==> src/rtl/lz64_seq.sv <==
// lz64_seq: multi-cycle leading-zero count sequencer.
// Scans the operand MSB byte first through a shared external 8-bit
// leading-zero sub-block and returns the full-width count via start/done.
// Optional feature macro: LZ64_SEQ_ABORT_EN adds i_abort to cancel a scan.
module lz64_seq #(
    parameter int unsigned  WIDTH = 64,
    localparam int unsigned RW    = $clog2(WIDTH + 1)
) (
    input  logic             i_clk,
    input  logic             i_rst_n,
`ifdef LZ64_SEQ_ABORT_EN
    input  logic             i_abort,
`endif
    input  logic             i_start,
    input  logic [WIDTH-1:0] i_data,
    output logic             o_busy,
    output logic             o_done,
    output logic [RW-1:0]    o_result,
    output logic             o_zero,
    output logic [7:0]       o_lz_data,
    input  logic             i_lz_zbar,
    input  logic [2:0]       i_lz_zeros
);

    localparam int unsigned NBYTES = WIDTH / 8;
    localparam int unsigned IW     = $clog2(NBYTES);
    localparam logic [IW-1:0] LastIdx = IW'(NBYTES - 1);

    typedef enum logic [1:0] {
        StIdle,
        StScan,
        StDone
    } state_e;

    state_e           state_q, state_d;
    logic [WIDTH-1:0] shreg_q, shreg_d;
    logic [IW-1:0]    idx_q, idx_d;
    logic [RW-1:0]    result_q, result_d;
    logic             zero_q, zero_d;
    logic             abort;

`ifdef LZ64_SEQ_ABORT_EN
    assign abort = i_abort;
`else
    assign abort = 1'b0;
`endif

    // Next-state and datapath updates; everything holds by default.
    always_comb begin
        state_d  = state_q;
        shreg_d  = shreg_q;
        idx_d    = idx_q;
        result_d = result_q;
        zero_d   = zero_q;
        unique case (state_q)
            StIdle: begin
                if (i_start) begin
                    shreg_d = i_data;
                    idx_d   = '0;
                    state_d = StScan;
                end
            end
            StScan: begin
                // Abort wins over a same-cycle nonzero detection.
                if (abort) begin
                    state_d = StIdle;
                end else if (i_lz_zbar) begin
                    result_d = (RW'(idx_q) << 3) + RW'(i_lz_zeros);
                    zero_d   = 1'b0;
                    state_d  = StDone;
                end else if (idx_q == LastIdx) begin
                    result_d = RW'(WIDTH);
                    zero_d   = 1'b1;
                    state_d  = StDone;
                end else begin
                    idx_d   = idx_q + IW'(1);
                    shreg_d = {shreg_q[WIDTH-9:0], 8'h00};
                end
            end
            StDone: begin
                state_d = StIdle;
            end
            default: begin
                state_d = StIdle;
            end
        endcase
    end

    // State and datapath registers with asynchronous active-low reset.
    always_ff @(posedge i_clk or negedge i_rst_n) begin
        if (!i_rst_n) begin
            state_q  <= StIdle;
            shreg_q  <= '0;
            idx_q    <= '0;
            result_q <= '0;
            zero_q   <= 1'b0;
        end else begin
            state_q  <= state_d;
            shreg_q  <= shreg_d;
            idx_q    <= idx_d;
            result_q <= result_d;
            zero_q   <= zero_d;
        end
    end

    // Outputs decoded from state and registers; the sub-block sees the top byte.
    always_comb begin
        o_busy    = (state_q != StIdle);
        o_done    = (state_q == StDone);
        o_result  = result_q;
        o_zero    = zero_q;
        o_lz_data = shreg_q[WIDTH-1:WIDTH-8];
    end

endmodule

==> config.mk <==
export PLATFORM = sky130hd
export DESIGN_NAME = lz64_seq
export DESIGN_NICKNAME = d
export VERILOG_FILES = /design/src/rtl/lz64_seq.sv
export SDC_FILE = /design/constraint.sdc
export NUM_CORES = 1
export LEC_CHECK = 0
export CORE_MARGIN = 10
export CORE_UTILIZATION = 35
export CTS_BUF_LIST = sky130_fd_sc_hd__clkbuf_8
export DETAILED_ROUTE_END_ITERATION = 8
export GPL_ROUTABILITY_DRIVEN = 0
export PLACE_DENSITY = 0.58
export RECOVER_POWER = 100
export SLEW_MARGIN = 0
export SYNTH_ARGS = -nofsm -noshare
export SYNTH_HDL_FRONTEND = slang
export SYNTH_SLANG_ARGS = --single-unit
==> constraint.sdc <==
create_clock -name i_clk -period 2 [get_ports i_clk]
set_input_delay 0.2 -clock i_clk [delete_from_list [all_inputs] [get_ports i_clk]]
set_output_delay 0.2 -clock i_clk [all_outputs]
set_load 0.02 [all_outputs]
==> results.tsv <==
metric	value	unit
initial antenna violation count	0	
Synth top area share	52.27	%
CP max FO	29	
Setup CP Type	reg -> reg	
wire length per cell	15.68	um
Worst Skew	0.01196	ns
crit path cell chain	ha_1, ha_1, nor2_1, a22o_4, buf_12, mux2_2	
Fillers	953	
leading cell type in the layout, fill and taps excluded	mux2_2	
first-pass GRT wire length	12680	um
internal power	0.004502	W
PnR worst setup slack	0.1298	ns
TritonRoute pass-1 iters	3	
Synth Area in XOR/XNOR	0	%
worst slew pin tran	1.046	ns
CP Launch Type	flop	
Pwr per Cell Area	1316	nW/um^2
largest family of logic cells by synthesized area	multiplexers	
Pleak	2.057	nW
Final Slew Violations	0	
Top delay family on crit path	flip-flops	
Reg power frac	40.8	%
Core Area	10230	um^2
Crit-path slowest cell	dfrtp_1	
clock share of power	20.0	%
Post-DRT Antenna Nets	0	
Worst Path Required	2.22	ns
WP buf/inv	1	
gr usage total	10.68	%
Sw Ratio	29.53	%
share of cells above drive strength 1	37.22	%
worst rel slew slack	30.29	%
met3 Usage GRT	2.451	%
status	completed	
FFs w/ async S/R, synth	100.0	%
DPL Wire Length	5422	um
Clock Latency Late Sink	0.34	ns
Worst Hold Slack	0.4267	ns
Port-buffer cells	88	
Slowest Stage Delay on Critical Path	0.42	ns
vias in the first global route	2531	
Util after Layout	47.45	%
largest net degree at the start of global routing	77	
WP data arrival	2.09	ns
Initial Util	35.56	%
die area	14870	um^2
critical path endpoint category	flop	
area delta synth->final	33.43	%
Die Ht	122.0	um
complex-gate fraction of the synthesized area	3.061	%
Cell Area, Synth	3638	um^2
routing usage on met2	17.63	%
Post-synth EDFFs	0	
multi-input logic area	1536	um^2
DR vias/cell	4.652	
post-placement setup slack	0.1306	ns
combinational power share	39.2	%
Seq cells post-synth	76	
Worst VDD drop	0.5565	mV
via count	2270	
Seq/Total Area, Yosys	52.27	%
cell count after synthesis	266	
Total Wirelength	7653	um
period utilization	93.51	%
Final Critical Period	1.870	ns
Starting DRT DRC Count	79	
Yosys warnings	0	
Clock Sinks	76	
Longest Clk Path Bufs	2	
busiest layer in global routing	met2	
crit-path most repeated cell	ha_1	
I/O Pins	89	
Gates resized, CTS repair	0	
drt drc	0	
nets	421	
grt total ovfl	0	
post-synthesis simple-gate area fraction	2.820	%
largest area contributor in the netlist	dfrtp_1	
H-tree depth	3	
final setup violation count	0	
post-synth cell types	23	
CTS tree	yes	
clock transition at the registers of the reported paths	0.08	ns
max_cap viols	0	
Reg area	1902	um^2
RSZ-0062 raised after global routing	no	
n_diodes	0	
top post-synthesis cells by area	dfrtp_1 (52%), mux2_2 (33%), buf_4 (1.9%), mux2_1 (1.9%), a22o_1 (1.7%)	
setup TNS after final layout	0	ns
hold crit path type	in -> reg	
post-synthesis adder-cell area fraction	0.6878	%
grt met1 use	13.04	%
Mapped Nets	339	
FMAX	534.7	MHz
final hold violation count	0	
commonest non-fill, non-tap cells in the layout	mux2_2 (106), dfrtp_1 (76), clkdlybuf4s50_1 (70)	
mux cell area share after synthesis	35.49	%
cts bufs inserted	9	
Row Count	37	
Die X	122.0	um
Psw	0.001886	W
Main synth FF type	dfrtp_1	
Hold-fix buffers, CTS	1	
post-CTS setup buffers	0	
synthesized area per cell	13.68	um^2
CTS Root Cell	clkbuf_8	
-- worst reg2reg max path: stages (launching register included) --
cell and delay [ns]:
dfrtp_1 0.42, ha_1 0.21, ha_1 0.20, nor2_1 0.19, a22o_4 0.19, buf_12 0.20
mux2_2 0.36
-- through the flow --
stage / cell area (um^2) / cells / power, W
after global routing: 4855 / 488 / 0.006857
final: 4855 / 488 / 0.006388
after global placement: 4647 / 472 / 0.005223
after CTS: 4872 / 488 / 0.006574
after floorplan: 3638 / 266 / 0.004506
after detailed placement: 4647 / 472 / 0.005266
-- path summary, 6_finish.rpt --
check	start	slack (ns)	endpoint	cells past startpoint
worst max-delay path	idx_q[0]	0.13	shreg_q[43]	6
worst min-delay path	i_data[0]	0.43	shreg_q[0]	3
worst max register to register	idx_q[0]	0.13	shreg_q[43]	6
worst min register to register	shreg_q[25]	0.49	shreg_q[25]	1
max in group asynchronous	i_rst_n	0.60	shreg_q[35]	3
min in group asynchronous	i_rst_n	0.72	o_result[2]	3
-- logic make-up (layout without fill, tap and decap cells) --
kind of cell / count (synthesis) / in the layout
multiplexers: 115 / 115
flip-flops: 76 / 76
buffers and inverters: 38 / 124
AND/OR/NAND/NOR: 18 / 18
AO/OA/AOI/OAI: 17 / 17
adder cells (fa/ha/maj): 2 / 2
-- per-layer routing --
metal | vias to the layer above | share of wire (%)
li1 | 1097 | -
met1 | 1122 | 43
met2 | 42 | 51
met3 | 9 | 4.2
met4 | 0 | 1.4
met5 | - | 0
-- final cells by class --
| cell class | instances | share of cell area [%] |
|---|---|---|
| sequential | 76 | 39.18 |
| inverter | 12 | 0.9278 |
| multi-input combinational | 152 | 31.65 |
| clock inverter | 5 | 1.598 |
| timing repair buffer | 97 | 20.31 |
| clock buffer | 10 | 2.835 |
| tap | 136 | 3.505 |
-- cell usage after synthesis, drive strengths merged (2+ instances only) --
library cell / n
ha: 2
a22o: 7
nand2: 3
o21ai: 9
nand4: 8
nor2b: 2
buf: 24
mux2i: 3
dfrtp: 76
nor2: 3
clkbuf: 2
mux2: 112
inv: 12
-- sequential cells by signal, indices dropped and copies added (netlist names) --
| signal | cells |
|---|---|
| o_result | 7 |
| shreg_q | 64 |
| state_q | 2 |
| idx_q | 3 |
-- power by group through the flow --
stage	registers [W]	logic [W]	clock network (W)
CTS	0.00263	0.00262	0.00132
floorplan	0.00261	0.00189	0
finish	0.00261	0.00251	0.00128
detailed placement	0.00266	0.00261	0
global placement	0.00264	0.00259	0
global route	0.00272	0.00275	0.00139
No activity file was read; power rests on OpenSTA's default activity.
